`src/rtl/lzd_norm_pipe_if.sv`:
```
// Operand/result bus for lzd_norm_pipe: upstream valid/ready plus
// operand, downstream valid/ready plus the normalised result.
interface lzd_norm_pipe_if #(
  parameter int WIDTH = 37,
  parameter int EXP_W = 8,
  parameter int CNT_W = $clog2(WIDTH + 1)
);
  logic             i_valid;
  logic             o_ready;
  logic [WIDTH-1:0] i_data;
  logic [EXP_W-1:0] i_exp;
  logic             o_valid;
  logic             i_ready;
  logic [CNT_W-1:0] o_lzd_num;
  logic [WIDTH-1:0] o_norm;
  logic [EXP_W-1:0] o_exp_adj;
  logic             o_zero;
  logic             o_uflow;

  modport slave (
    input  i_valid, i_data, i_exp, i_ready,
    output o_ready, o_valid, o_lzd_num, o_norm, o_exp_adj, o_zero, o_uflow
  );

  modport master (
    output i_valid, i_data, i_exp, i_ready,
    input  o_ready, o_valid, o_lzd_num, o_norm, o_exp_adj, o_zero, o_uflow
  );
endinterface

```
`src/rtl/lzd_norm_pipe.sv`:
```
// Two-stage leading-zero detect / left-normalise / exponent adjust with
// valid/ready backpressure. Optional denormal clamp: LZD_DENORM_CLAMP_EN.
module lzd_norm_pipe #(
  parameter int WIDTH = 37,
  parameter int EXP_W = 8,
  parameter int CNT_W = $clog2(WIDTH + 1)
) (
  input  logic             i_clk,
  input  logic             i_rst,
  lzd_norm_pipe_if.slave   bus
);
  localparam int LG = $clog2(WIDTH);
  localparam int P  = 1 << LG;
  localparam int LW = LG + 1;
  localparam int CW = ((CNT_W > EXP_W) ? CNT_W : EXP_W) + 1;

  // Stage-1 LZD tree over the input padded at the LSB end to a power of two
  logic [CNT_W-1:0] w_lzd;
  logic             w_zero;

  always_comb begin : lzd_tree
    logic [P-1:0]         nz;
    logic [P-1:0][LW-1:0] cnt;
    nz  = P'(bus.i_data) << (P - WIDTH);
    cnt = '0;
    for (int l = 1; l <= LG; l++) begin
      for (int i = 0; i < (P >> l); i++) begin
        cnt[i] = nz[2*i+1] ? cnt[2*i+1] : LW'(1 << (l - 1)) + cnt[2*i];
        nz[i]  = nz[2*i+1] | nz[2*i];
      end
    end
    w_zero = ~|bus.i_data;
    w_lzd  = w_zero ? CNT_W'(WIDTH) : CNT_W'(cnt[0]);
  end

  logic             r_s1_v, r_s2_v;
  logic [WIDTH-1:0] r_s1_data;
  logic [EXP_W-1:0] r_s1_exp;
  logic [CNT_W-1:0] r_s1_lzd;
  logic             r_s1_zero;
  logic             w_s1_load, w_s2_load;

  assign bus.o_ready = ~r_s1_v | ~r_s2_v | bus.i_ready;
  assign w_s1_load   = bus.i_valid & bus.o_ready;
  assign w_s2_load   = r_s1_v & (~r_s2_v | bus.i_ready);

  always_ff @(posedge i_clk or posedge i_rst) begin
    if (i_rst) begin
      r_s1_v    <= 1'b0;
      r_s1_data <= '0;
      r_s1_exp  <= '0;
      r_s1_lzd  <= '0;
      r_s1_zero <= 1'b0;
    end else begin
      if (w_s1_load) begin
        r_s1_v    <= 1'b1;
        r_s1_data <= bus.i_data;
        r_s1_exp  <= bus.i_exp;
        r_s1_lzd  <= w_lzd;
        r_s1_zero <= w_zero;
      end else if (w_s2_load) begin
        r_s1_v    <= 1'b0;
      end
    end
  end

  // Stage-2 shift / exponent arithmetic
  logic             w_uflow;
  logic [CNT_W-1:0] w_shift;
  logic [EXP_W-1:0] w_exp_adj;
  logic [WIDTH-1:0] w_norm;

  always_comb begin
    w_uflow = ~r_s1_zero & (CW'(r_s1_lzd) >= CW'(r_s1_exp));
`ifdef LZD_DENORM_CLAMP_EN
    w_shift   = w_uflow ? CNT_W'(r_s1_exp) : r_s1_lzd;
    w_exp_adj = w_uflow ? '0 : r_s1_exp - EXP_W'(r_s1_lzd);
`else
    w_shift   = r_s1_lzd;
    w_exp_adj = r_s1_exp - EXP_W'(r_s1_lzd);
`endif
    if (r_s1_zero) w_exp_adj = '0;
    w_norm = r_s1_data << w_shift;
  end

  logic [CNT_W-1:0] r_lzd;
  logic [WIDTH-1:0] r_norm;
  logic [EXP_W-1:0] r_exp_adj;
  logic             r_zero, r_uflow;

  always_ff @(posedge i_clk or posedge i_rst) begin
    if (i_rst) begin
      r_s2_v    <= 1'b0;
      r_lzd     <= '0;
      r_norm    <= '0;
      r_exp_adj <= '0;
      r_zero    <= 1'b0;
      r_uflow   <= 1'b0;
    end else begin
      if (w_s2_load) begin
        r_s2_v    <= 1'b1;
        r_lzd     <= r_s1_lzd;
        r_norm    <= w_norm;
        r_exp_adj <= w_exp_adj;
        r_zero    <= r_s1_zero;
        r_uflow   <= w_uflow;
      end else if (bus.i_ready) begin
        r_s2_v    <= 1'b0;
      end
    end
  end

  assign bus.o_valid   = r_s2_v;
  assign bus.o_lzd_num = r_lzd;
  assign bus.o_norm    = r_norm;
  assign bus.o_exp_adj = r_exp_adj;
  assign bus.o_zero    = r_zero;
  assign bus.o_uflow   = r_uflow;
endmodule
```
`src/flat_wrapper.sv`:
```
// flat-port wrapper written by rule: the top's interface ports become plain ports
module lzd_norm_pipe_flat 
#(
  parameter int WIDTH = 37,
  parameter int EXP_W = 8,
  parameter int CNT_W = $clog2(WIDTH + 1)
)
  (i_clk, i_rst, bus_i_valid, bus_i_data, bus_i_exp, bus_i_ready, bus_o_ready, bus_o_valid, bus_o_lzd_num, bus_o_norm, bus_o_exp_adj, bus_o_zero, bus_o_uflow);
  lzd_norm_pipe_if #(.WIDTH(WIDTH), .EXP_W(EXP_W), .CNT_W(CNT_W)) bus_i ();
  input  logic i_clk;
  input  logic i_rst;
  input wire logic [$bits(bus_i.i_valid)-1:0] bus_i_valid;
  input wire logic [$bits(bus_i.i_data)-1:0] bus_i_data;
  input wire logic [$bits(bus_i.i_exp)-1:0] bus_i_exp;
  input wire logic [$bits(bus_i.i_ready)-1:0] bus_i_ready;
  output wire logic [$bits(bus_i.o_ready)-1:0] bus_o_ready;
  output wire logic [$bits(bus_i.o_valid)-1:0] bus_o_valid;
  output wire logic [$bits(bus_i.o_lzd_num)-1:0] bus_o_lzd_num;
  output wire logic [$bits(bus_i.o_norm)-1:0] bus_o_norm;
  output wire logic [$bits(bus_i.o_exp_adj)-1:0] bus_o_exp_adj;
  output wire logic [$bits(bus_i.o_zero)-1:0] bus_o_zero;
  output wire logic [$bits(bus_i.o_uflow)-1:0] bus_o_uflow;
  assign bus_i.i_valid = bus_i_valid;
  assign bus_i.i_data = bus_i_data;
  assign bus_i.i_exp = bus_i_exp;
  assign bus_i.i_ready = bus_i_ready;
  assign bus_o_ready = bus_i.o_ready;
  assign bus_o_valid = bus_i.o_valid;
  assign bus_o_lzd_num = bus_i.o_lzd_num;
  assign bus_o_norm = bus_i.o_norm;
  assign bus_o_exp_adj = bus_i.o_exp_adj;
  assign bus_o_zero = bus_i.o_zero;
  assign bus_o_uflow = bus_i.o_uflow;
  lzd_norm_pipe #(.WIDTH(WIDTH), .EXP_W(EXP_W), .CNT_W(CNT_W)) u_core (.i_clk(i_clk), .i_rst(i_rst), .bus(bus_i));
endmodule
```
`config.mk`:
```
export PLATFORM = sky130hd
export DESIGN_NAME = lzd_norm_pipe_flat
export DESIGN_NICKNAME = d
export VERILOG_FILES = /design/src/rtl/lzd_norm_pipe_if.sv /design/src/rtl/lzd_norm_pipe.sv /design/src/flat_wrapper.sv
export SDC_FILE = /design/constraint.sdc
export NUM_CORES = 1
export LEC_CHECK = 0
export BUFFER_PORTS_ARGS = -buffer_cell sky130_fd_sc_hd__buf_2
export CAP_MARGIN = 30
export CORE_ASPECT_RATIO = 0.75
export CORE_MARGIN = 2
export CORE_UTILIZATION = 62
export DETAILED_ROUTE_END_ITERATION = 16
export GPL_ROUTABILITY_DRIVEN = 0
export PLACE_DENSITY = 0.83
export SLEW_MARGIN = 20
export SYNTH_ARGS = -nofsm -noshare
export SYNTH_HDL_FRONTEND = slang
export SYNTH_SLANG_ARGS = --single-unit
```
`constraint.sdc`:
```
create_clock -name i_clk -period 7.6 [get_ports i_clk]
set_clock_uncertainty 0.2 [all_clocks]
set_input_delay 0 -clock i_clk [delete_from_list [all_inputs] [get_ports i_clk]]
set_output_delay 0 -clock i_clk [all_outputs]
set_load 0.02 [all_outputs]
```
== Yosys cells after proc, flatten, opt, wreduce, memory -nomap -nowiden ==
Index checks and enable logic that the tools add are counted.
Operators by class
  add/subtract/negate cells: 19
  $lt $le $gt $ge: 1
  shifts and indexed selects: 1
  multiplexer cells: 44
  bitwise gates (word level): 44
  reduce and logical (&&, ||, !) cells: 4
Operators by type and width (count)
  two-way mux 6 bit: 20
  OR 1 bit: 38
  OR reduction 37 bit: 1
  left shift 37 x 6 -> 37 bit: 1
  adder 2 x 1 -> 3 bit (first input constant): 9
  adder 3 x 6 -> 6 bit (first input constant): 4
  two-way mux 1 bit: 22
  adder 4 x 6 -> 6 bit (first input constant): 2
  >= comparator 6 x 8 -> 1 bit: 1
  two-way mux 8 bit: 1
  subtractor 8 x 6 -> 8 bit: 1
  adder 5 x 6 -> 6 bit (first input constant): 1
  adder 6 bit (first input constant): 1
  adder 3 x 2 -> 4 bit (first input constant): 1
  nonzero test 2 bit: 2
  AND 1 bit: 3
  NOT 1 bit: 3
  two-way mux 2 bit: 1
  zero test 1 bit: 1
Storage, ports and cells
  register bits after elaboration: 107
  output and inout bits: 55
  logic and storage cells: 124

== Logic depth before layout (Yosys ltp) ==
Gate-level depths: netlist (run 1).
  word-level depth: 11
  gate-level depth with buffers: 11

== Worst setup path after synthesis (run 1) ==
No wires, ideal clock.
  kind: register to register
  start point: reg u_core.r_s1_lzd[1]
  end point: reg u_core.r_exp_adj[5], in the netlist u_core.bus.o_exp_adj[5]
  library setup time: 110 ps
  data arrival time: 2559 ps
  path slack: 4731 ps
  stages on the path, launching flop included: 11
  buffers on the path: 2
  period minus slack after synthesis: 2869 ps
  cells stage by stage: dfrtp_1 clkinv_1 buf_1 clkbuf_1 ha_1 nor2b_1 o21ai_0 a21boi_0 o21a_1 o21a_1 o41ai_1
Between the ends
  word-level cells in the longest chain between the ends: 2
Ends and longest elaborated chain
  start: declaration: line lzd_norm_pipe.sv:39  | logic [CNT_W-1:0] r_s1_lzd;
  start signal: assignment: line lzd_norm_pipe.sv:59  | r_s1_lzd <= w_lzd;
  subtractor 8 x 6 -> 8 bit: line lzd_norm_pipe.sv:80  | w_exp_adj = r_s1_exp - EXP_W'(r_s1_lzd);
  two-way mux 8 bit: line lzd_norm_pipe.sv:82  | if (r_s1_zero) w_exp_adj = '0;
  end signal: assignment: line lzd_norm_pipe.sv:104  | r_exp_adj <= w_exp_adj;
  end: declaration: line lzd_norm_pipe.sv:88  | logic [EXP_W-1:0] r_exp_adj;
No other way between the ends.
A chain may end at the register's enable or synchronous reset.

== Worst setup path after layout (run 1) ==
  start point: reg u_core.r_s1_lzd[2]
  end point: reg u_core.r_exp_adj[7], in the netlist u_core.bus.o_exp_adj[7]
The elaborated chain is that of the path after synthesis.

==> results.toml, run 1 <==
[layout]
utilization = 0.768
nets = 932
antenna_cells = 0
area_growth_pct = 20.2
drive_gt1_frac = 0.193
fill_cells = 653

[cts]
cts_sinks = 107
numCtsBuffers = 9
clkLatencyLatePin_ns = 0.37
cts_resized = 0
path_clk_slew_ns = 0.08
clockBufferDepth = 2
tritoncts = "done"
cts_root_buf = "clkbuf_16"
htree_levels = 3

[timing]
maxSlewViolCount = 0
grt_setup_unrepaired = "false"
timing_hold_violations_final = 0
period_share = 0.471
tns_ns = 0
finalSetupViolCount = 0
max_freq_mhz = 279
worstMarginPinSlew_ns = 0.974
finalCriticalPeriod_ns = 3.58
setup_slack_ns = 4.02
timing.hold.ws_ns = 0.0654
maxSlewHeadroom = 0.350

[floorplanning]
rows = 32
core_area_um2 = 10300
fp.dieW_um = 123
die_area_um2 = 11500
die_h_um = 93.2
start_util = 0.639
num_io_pins = 104

[drt]
wire_per_inst_um = 18.9
vias = 6515
drt_wl_total_um = 19300
via_per_inst = 6.41
route.detailed.drc = 0
drt_first_iter_violations = 788
dr.pass1.iters = 6
detail-route-antenna-nets = 0

[job]
maxCapViolCount = 0

[synthesis]
syn_area_per_cell_um2 = 8.74
synth_flop_cell = "dfrtp_1"
yosysTopAreaCell = "dfrtp_1"
synth-seq-cells = 107
synthArstFlopShare = 1.00
ys_seq_area_frac = 0.407
synth.distinct_cells = 63
synth_edf_count = 0
syn_area_um2 = 6580
syn_inst = 752
yosysWarnings = 0
synthTopCellsByArea = "dfrtp_1, nand2_1, mux2i_1, mux4_2, mux2_2"
synthTopCellsByCount = "nand2_1, dfrtp_1, nor2_1"
yosys.area.top_type_share = 0.407
synth.most_common_cell = "nand2_1"
synthesis.nets = 808

[global_route]
grt_pass1_wl_um = 31300
grt_pass1_vias = 6282
antenna_found_initial = 0
track_usage = 0.350
grt_max_degree = 73
overflow = 0

[critical_path]
crit_path_end_kind = "flop"
cp_max_fo = 36
crit_chain = "buf_4 > clkinv_1 > ha_1 > o21ai_0 > a21boi_0 > o21ai_0 > xor2_1 > a22o_1"
crit_required_ns = 7.65
critPathKind = "flop to flop"
path_common_cell = "o21ai_0"
slowest_delay_ns = 0.77
crit_slowest_cell = "clkinv_1"
rrSetupSlack_ns = 4.02
cp-start-kind = "flop"
cp.arrival_ns = 3.64

[placement]
post-dp-hpwl_um = 13000
pre_cts_ws_ns = 4.14
io_buffer_count = 103

[power]
pwr_density_cell_nw_per_um2 = 245
power_leakage_uw = 0.00375
ir_drop_mv = 0.153

[outcome]
outcome = "completed"

[worst_hold_path]
holdCritPathClass = "primary input to asynchronous set/reset pin"
## cells by family after synthesis
group	share of synthesized area
AO/OA/AOI/OAI	0.177
adder cells (fa/ha/maj)	0.0145
buffers and inverters	0.0443
XOR/XNOR	0.00533
AND/OR/NAND/NOR	0.205
flip-flops	0.407
multiplexers	0.147
## worst paths after layout
check / start / end / cells past startpoint
max in group asynchronous: i_rst / u_core.r_s1_lzd[0] / 4
min in group i_clk: bus_i_exp[5] / u_core.r_s1_exp[5] / 4
min: i_rst / u_core.bus.o_norm[27] / 3
max: u_core.r_s1_lzd[2] / u_core.bus.o_exp_adj[7] / 8
min reg2reg: u_core.bus.o_zero / u_core.bus.o_zero / 2
max reg2reg: u_core.r_s1_lzd[2] / u_core.bus.o_exp_adj[7] / 8
## per-stage QoR
| step | power, µW | cell area [µm²] | std cells |
|---|---|---|---|
| finish | 1930 | 7900 | 1017 |
| global route | 2030 | 7900 | 1017 |
| CTS | 1910 | 7880 | 1016 |
| detailed placement | 1450 | 7110 | 951 |
| global placement | 1430 | 7100 | 950 |
| floorplan | 1240 | 6580 | 752 |
## cell type report
type | count | area (µm²) | share of cell area
flip-flops and latches | 107 | 2680 | 0.339
repair buffers | 162 | 1100 | 0.139
clock buffers | 10 | 229 | 0.0290
inverters | 18 | 70.1 | 0.00887
clock inverters | 6 | 47.5 | 0.00602
well taps | 136 | 170 | 0.0215
multi-input cells | 578 | 3610 | 0.457
## worst max-delay path: cells and delay by family (launching register included)
family | cells | cell delay [ns]
buf+inv | 2 | 1.12
compound gates | 4 | 0.93
fa+ha+maj | 1 | 0.67
flops | 1 | 0.35
xor+xnor | 1 | 0.17
## placed cells by master, fill, tap and decap left out, types with 5 or more instances in the layout
cell,n
nand2_1,193
dfrtp_1,106
buf_2,104
nor2_1,54
dlygate4sd3_1,49
o21ai_0,46
mux2i_1,39
a21oi_1,29
mux2_2,22
nor3_1,17
inv_1,14
mux4_2,14
a22o_1,13
nor4_1,11
nand2b_1,9
a211oi_1,9
o31ai_1,9
clkbuf_16,9
o22ai_1,8
buf_4,8
nor2b_1,6
a31oi_1,6
o21a_1,6
a221o_1,6
ha_1,6
nand4_1,5
nand3_1,5
## routing by layer
layer  GRT usage  vias to the layer above  wire [µm]
met1       0.463                     3111       7720
met2       0.558                      387       9070
met3      0.0738                       74       1620
li1            -                     2943          -
met5           0                        -          0
met4       0.156                        0        856
## repair_timing
item | in CTS | in global routing
hold buffers | 49 | 0
buffers inserted | 0 | 0
endpoints found under the hold margin | 102 | 0
## state kept, by name, summed over array words and instances (netlist names)
register,cells
u_core.bus.o_norm,37
u_core.r_s1_data,37
u_core.bus.o_exp_adj,8
u_core.r_s1_exp,8
u_core.bus.o_lzd_num,6
u_core.r_s1_lzd,6
u_core.bus.o_uflow,1
u_core.bus.o_valid,1
u_core.bus.o_zero,1
u_core.r_s1_v,1
u_core.r_s1_zero,1
## report_power, final
part | switching [µW] | internal, µW | total (µW)
registers | 83.4 | 676 | 759
logic | 437 | 291 | 728
clock network | 221 | 226 | 447
total | 741 | 1190 | 1930
(Power assumes the default switching activity.)
==> run 2: changes to the inputs <==
--- a/config.mk
+++ b/config.mk
@@ -5,14 +5,15 @@
 export SDC_FILE = /design/constraint.sdc
 export NUM_CORES = 1
 export LEC_CHECK = 0
+export ABC_AREA = 1
 export BUFFER_PORTS_ARGS = -buffer_cell sky130_fd_sc_hd__buf_2
 export CAP_MARGIN = 30
 export CORE_ASPECT_RATIO = 0.75
 export CORE_MARGIN = 2
-export CORE_UTILIZATION = 62
+export CORE_UTILIZATION = 57
 export DETAILED_ROUTE_END_ITERATION = 16
 export GPL_ROUTABILITY_DRIVEN = 0
-export PLACE_DENSITY = 0.83
+export PLACE_DENSITY = 0.77
 export SLEW_MARGIN = 20
 export SYNTH_ARGS = -nofsm -noshare
 export SYNTH_HDL_FRONTEND = slang
==> constraint.sdc (replaced) <==
create_clock -name i_clk -period 3.3 [get_ports i_clk]
set_clock_uncertainty 0.2 [all_clocks]
set_input_delay 0 -clock i_clk [delete_from_list [all_inputs] [get_ports i_clk]]
set_output_delay 0 -clock i_clk [all_outputs]
set_load 0.02 [all_outputs]
==> results.toml, run 2 <==
[drt]
route.detailed.drc = 0
drt_first_iter_violations = 808
drt_wl_total_um = 19600
dr.pass1.iters = 7
detail-route-antenna-nets = 0
via_per_inst = 5.77
vias = 7083
wire_per_inst_um = 16.0

[job]
maxCapViolCount = 0

[power]
pwr_density_cell_nw_per_um2 = 570
ir_drop_mv = 0.370
power_leakage_uw = 0.00404

[critical_path]
crit_required_ns = 3.39
critPathKind = "flop to flop"
crit_path_end_kind = "flop"
cp_max_fo = 37
cp.arrival_ns = 2.32
cp-start-kind = "flop"

[global_route]
grt_pass1_vias = 6521
track_usage = 0.332
grt_pass1_wl_um = 33000
grt_max_degree = 57
overflow = 0
antenna_found_initial = 0

[timing]
maxSlewViolCount = 0
grt_setup_unrepaired = "false"
maxSlewHeadroom = 0.450
max_freq_mhz = 449
worstMarginPinSlew_ns = 0.824
finalCriticalPeriod_ns = 2.23
period_share = 0.675
tns_ns = 0
setup_slack_ns = 1.07
timing_hold_violations_final = 0
finalSetupViolCount = 0
timing.hold.ws_ns = 0.0818

[floorplanning]
start_util = 0.591
die_area_um2 = 12300
core_area_um2 = 11000
fp.dieW_um = 127
num_io_pins = 104
rows = 33
die_h_um = 96.6

[synthesis]
synthesis.nets = 1013
yosysWarnings = 0
synth_edf_count = 0
syn_area_um2 = 6520
synth.most_common_cell = "nand2_1"
synthArstFlopShare = 1.00
synthTopCellsByArea = "dfrtp_1, nand2_1, nand3_1, o21ai_0, nor2_1"
synth_flop_cell = "dfrtp_1"
synth.distinct_cells = 32
syn_area_per_cell_um2 = 6.81
yosys.area.top_type_share = 0.411
ys_seq_area_frac = 0.411
yosysTopAreaCell = "dfrtp_1"
syn_inst = 957
synth-seq-cells = 107
synthTopCellsByCount = "nand2_1, nand3_1, dfrtp_1"

[cts]
path_clk_slew_ns = 0.07
numCtsBuffers = 9
cts_root_buf = "clkbuf_16"
clkLatencyLatePin_ns = 0.35
cts_sinks = 107
htree_levels = 3
tritoncts = "done"
cts_resized = 0
clockBufferDepth = 2

[layout]
antenna_cells = 0
area_growth_pct = 20.7
final_cell_mix = "nand2_1, nand3_1, dfrtp_1"
design_area_um2 = 7870
nets = 1138
drive_gt1_frac = 0.137
utilization = 0.714
final_common_cell = "nand2_1"

[placement]
post-dp-hpwl_um = 13800
io_buffer_count = 103
pre_cts_ws_ns = 1.16
place_area_um2 = 7080

[worst_hold_path]
holdCritPathClass = "primary input to asynchronous set/reset pin"

[outcome]
outcome = "completed"
-- run 2: cell types whose count changed in the layout (fill, tap and decap cells not counted), moves of 9 or more --
| cell | delta |
|---|---|
| mux2i_1 | -39 |
| a22o_1 | -11 |
| nor3_1 | -16 |
| a21oi_1 | -15 |
| nor4_1 | -11 |
| inv_1 | +35 |
| nand2b_1 | -9 |
| mux4_2 | -14 |
| nand2_1 | +145 |
| o211ai_1 | +10 |
| nand3_1 | +230 |
| mux2_2 | -22 |
-- run 2: worst paths after layout --
kind	from	endpoint	slack, ns	depth (start not counted)
hold reg to reg	u_core.r_s1_exp[3]	u_core.r_s1_exp[3]	0.28	2
setup / recovery	u_core.r_s1_lzd[0]	u_core.bus.o_norm[35]	1.07	9
setup reg to reg	u_core.r_s1_lzd[0]	u_core.bus.o_norm[35]	1.07	9
hold / removal	i_rst	u_core.bus.o_norm[31]	0.08	3
max in group asynchronous	i_rst	u_core.r_s1_exp[3]	2.09	4
min in group i_clk	bus_i_exp[4]	u_core.r_s1_exp[4]	0.19	4
-- run 2: kinds of logic after synthesis --
| group | count (synthesis) | synth area share |
|---|---|---|
| and+or+nand+nor | 645 | 0.425 |
| DFF | 107 | 0.411 |
| buffers and inverters | 105 | 0.0685 |
| AOI/OAI and AO/OA | 92 | 0.0799 |
| adders and majority gates | 7 | 0.0146 |
| xor gates and xnor gates | 1 | 0.00134 |
-- run 2: cell type report --
class | instances | area, µm²
flip-flops and latches | 107 | 2680
multi-input cells | 745 | 3400
clock buffers | 9 | 225
repair buffers | 164 | 1110
clock inverters | 7 | 76.3
well taps | 140 | 175
inverters | 55 | 209
fillers | 926 | 3160
-- run 2: metrics by stage --
step                cells  total power, µW
global placement     1162             3310
global route         1227             4750
finish               1227             4480
detailed placement   1162             3330
CTS                  1227             4470
floorplan             957             2840
-- run 2: what timing repair did --
action | CTS | global route
buffers inserted | 0 | 0
hold endpoints to repair | 103 | 0
hold buffers | 49 | 0
-- run 2: critical path: stages (launching register included) --
cell and delay [ns]:
dfrtp_1 0.49, inv_2 0.50, nand2_1 0.14, nand3_1 0.16, nand3_1 0.13, nand3_1 0.14, nand3_1 0.14, nand3_1 0.15
nand2_1 0.06, inv_1 0.05
-- run 2: per-layer routing --
metal | vias up | GRT usage | wire [µm]
met5 | - | 0 | 0
met4 | 0 | 0.0761 | 331
met3 | 28 | 0.0564 | 1890
met2 | 349 | 0.494 | 8610
met1 | 3287 | 0.509 | 8780
li1 | 3419 | - | -
-- run 2: report_power, final --
part,internal (µW),leakage [µW],switching [µW]
logic,552,0.00256,1090
clock network,595,0.000148,497
registers,1570,0.00133,181
total,2720,0.00404,1760
==> run 3: changes to the inputs <==
--- a/config.mk
+++ b/config.mk
@@ -10,10 +10,10 @@
 export CAP_MARGIN = 30
 export CORE_ASPECT_RATIO = 0.75
 export CORE_MARGIN = 2
-export CORE_UTILIZATION = 57
+export CORE_UTILIZATION = 52
 export DETAILED_ROUTE_END_ITERATION = 16
 export GPL_ROUTABILITY_DRIVEN = 0
-export PLACE_DENSITY = 0.77
+export PLACE_DENSITY = 0.74
 export SLEW_MARGIN = 20
 export SYNTH_ARGS = -nofsm -noshare
 export SYNTH_HDL_FRONTEND = slang
==> constraint.sdc (replaced) <==
create_clock -name i_clk -period 1.97 [get_ports i_clk]
set_clock_uncertainty 0.2 [all_clocks]
set_input_delay 0 -clock i_clk [delete_from_list [all_inputs] [get_ports i_clk]]
set_output_delay 0 -clock i_clk [all_outputs]
set_load 0.02 [all_outputs]
==> results.toml, run 3 (synthesized netlist as in run 2, its figures left out) <==
[drt]
detail-route-antenna-nets = 0
vias = 7394
route.detailed.drc = 0
via_per_inst = 5.78
drt_wl_total_um = 21300
drt_first_iter_violations = 935
dr.pass1.iters = 7
wire_per_inst_um = 16.6

[floorplanning]
die_area_um2 = 13500
num_io_pins = 104
start_util = 0.532
core_area_um2 = 12300
rows = 35
fp.dieW_um = 133
die_h_um = 101

[global_route]
grt_pass1_vias = 6695
grt_max_degree = 108
overflow = 0
track_usage = 0.318
antenna_found_initial = 0
grt_pass1_wl_um = 33800

[critical_path]
r2r_start = "u_core.r_s1_exp[0]"
crit_chain = "inv_2 > ha_4 > inv_2 > fa_2 > nand3_2 > nand2_2 > nand2_2 > nand2_2 > a21oi_4 > nand3_2 > o211ai_1"
crit_slowest_cell = "dfrtp_1"
crit_path_end_kind = "flop"
slowest_delay_ns = 0.37
cp.arrival_ns = 2.02
r2r_end = "u_core.bus.o_exp_adj[6]"
path_common_cell = "nand2_2"
cp-start-kind = "flop"
critPathKind = "flop to flop"
rrSetupSlack_ns = 0.008
cp_max_fo = 3
rr_worst_depth = 11
crit_required_ns = 2.03

[placement]
post-dp-hpwl_um = 14000
pre_cts_ws_ns = 0.0168
io_buffer_count = 103
dpl.cell_count = 1202

[layout]
fill_cells = 1052
nets = 1165
final_common_cell = "nand2_1"
area_growth_pct = 29.8
drive_gt1_frac = 0.189
antenna_cells = 0
final_cell_mix = "nand2_1, nand3_1, dfrtp_1"
final_cell_count_no_fill = 1280

[timing]
maxSlewViolCount = 0
finalCriticalPeriod_ns = 1.96
finalSetupViolCount = 0
maxSlewHeadroom = 0.614
period_share = 0.996
timing_hold_violations_final = 0
setup_slack_ns = 0.00767
grt_setup_unrepaired = "true"
worstMarginPinSlew_ns = 0.579
max_freq_mhz = 510

[job]
maxCapViolCount = 0

[power]
power_leakage_uw = 0.00426
pwr_density_cell_nw_per_um2 = 946
p_total_uw = 8000
ir_drop_mv = 0.561

[worst_hold_path]
holdCritPathClass = "primary input to asynchronous set/reset pin"

[cts]
path_clk_slew_ns = 0.07
clockBufferDepth = 2
tritoncts = "done"
cts_root_buf = "clkbuf_16"
htree_levels = 3
numCtsBuffers = 9
cts_sinks = 107
clkLatencyLatePin_ns = 0.35

[outcome]
outcome = "completed"
==> run 3: how the worst max path moves through the flow <==
| stage | slack, ns | from | endpoint |
|---|---|---|---|
| 6_report | 0.008 | u_core.r_s1_exp[0] | u_core.bus.o_exp_adj[6] |
| 5_1_grt | -0.07 | u_core.r_s1_exp[0] | u_core.bus.o_exp_adj[6] |
| 4_1_cts | 0.002 | u_core.r_s1_lzd[0] | u_core.bus.o_norm[28] |
| 3_5_place_dp | 0.02 | u_core.r_s1_exp[0] | u_core.bus.o_exp_adj[6] |
| 3_3_place_gp | 0.09 | u_core.r_s1_exp[0] | u_core.bus.o_exp_adj[6] |
| 2_1_floorplan | 0.01 | u_core.r_s1_lzd[2] | u_core.bus.o_exp_adj[7] |
==> run 3: cell type report <==
cell class                      instances  area [µm²]  share of cell area
Multi-Input combinational cell        745        3570               0.422
Sequential cell                       107        2680               0.317
Timing Repair Buffer                  191        1470               0.173
Clock buffer                            9         225              0.0266
Inverter                               55         215              0.0254
Tap cell                              166         208              0.0246
Clock inverter                          7        98.8              0.0117
==> run 3: what timing repair did <==
| item | in CTS | in global routing |
|---|---|---|
| gates cloned | 0 | 3 |
| gates resized for setup | 5 | 38 |
| pin swaps | 5 | 9 |
| buffers inserted | 2 | 3 |
| endpoints found under the hold margin | 159 | 0 |
| hold buffers | 54 | 0 |
| endpoints found under the setup margin | 2 | 24 |
==> run 3: worst max-delay path, delay by kind of cell (launching register included) <==
kind	cells	cell delay, ns
simple gates	5	0.37
buf+inv	2	0.12
flops	1	0.37
fa+ha+maj	2	0.50
compound gates	2	0.30
==> run 3: stage by stage <==
stage                     utilization  instance area, µm²  setup TNS, ns  hold WS [ns]
after floorplan                     -                6560              0       -0.0884
after global routing            0.690                8460         -0.238         0.217
after CTS                       0.670                8220              0         0.188
after detailed placement        0.597                7320              0       0.00351
final                           0.690                8460              0         0.137
after global placement          0.597                7320              0       0.00111
==> run 3: routing by layer <==
metal  part of all wire  wire (µm)  GRT usage
met5                  0          0          0
met4              0.023        491     0.0876
met3              0.092       1950     0.0538
met2               0.45       9580      0.504
met1               0.43       9230      0.455
==> run 3: power by group <==
part           internal (µW)  switching (µW)  total, µW
sequential              2630             311       2940
combinational           1110            1960       3070
clock                   1130             867       1990
total                   4870            3130       8000
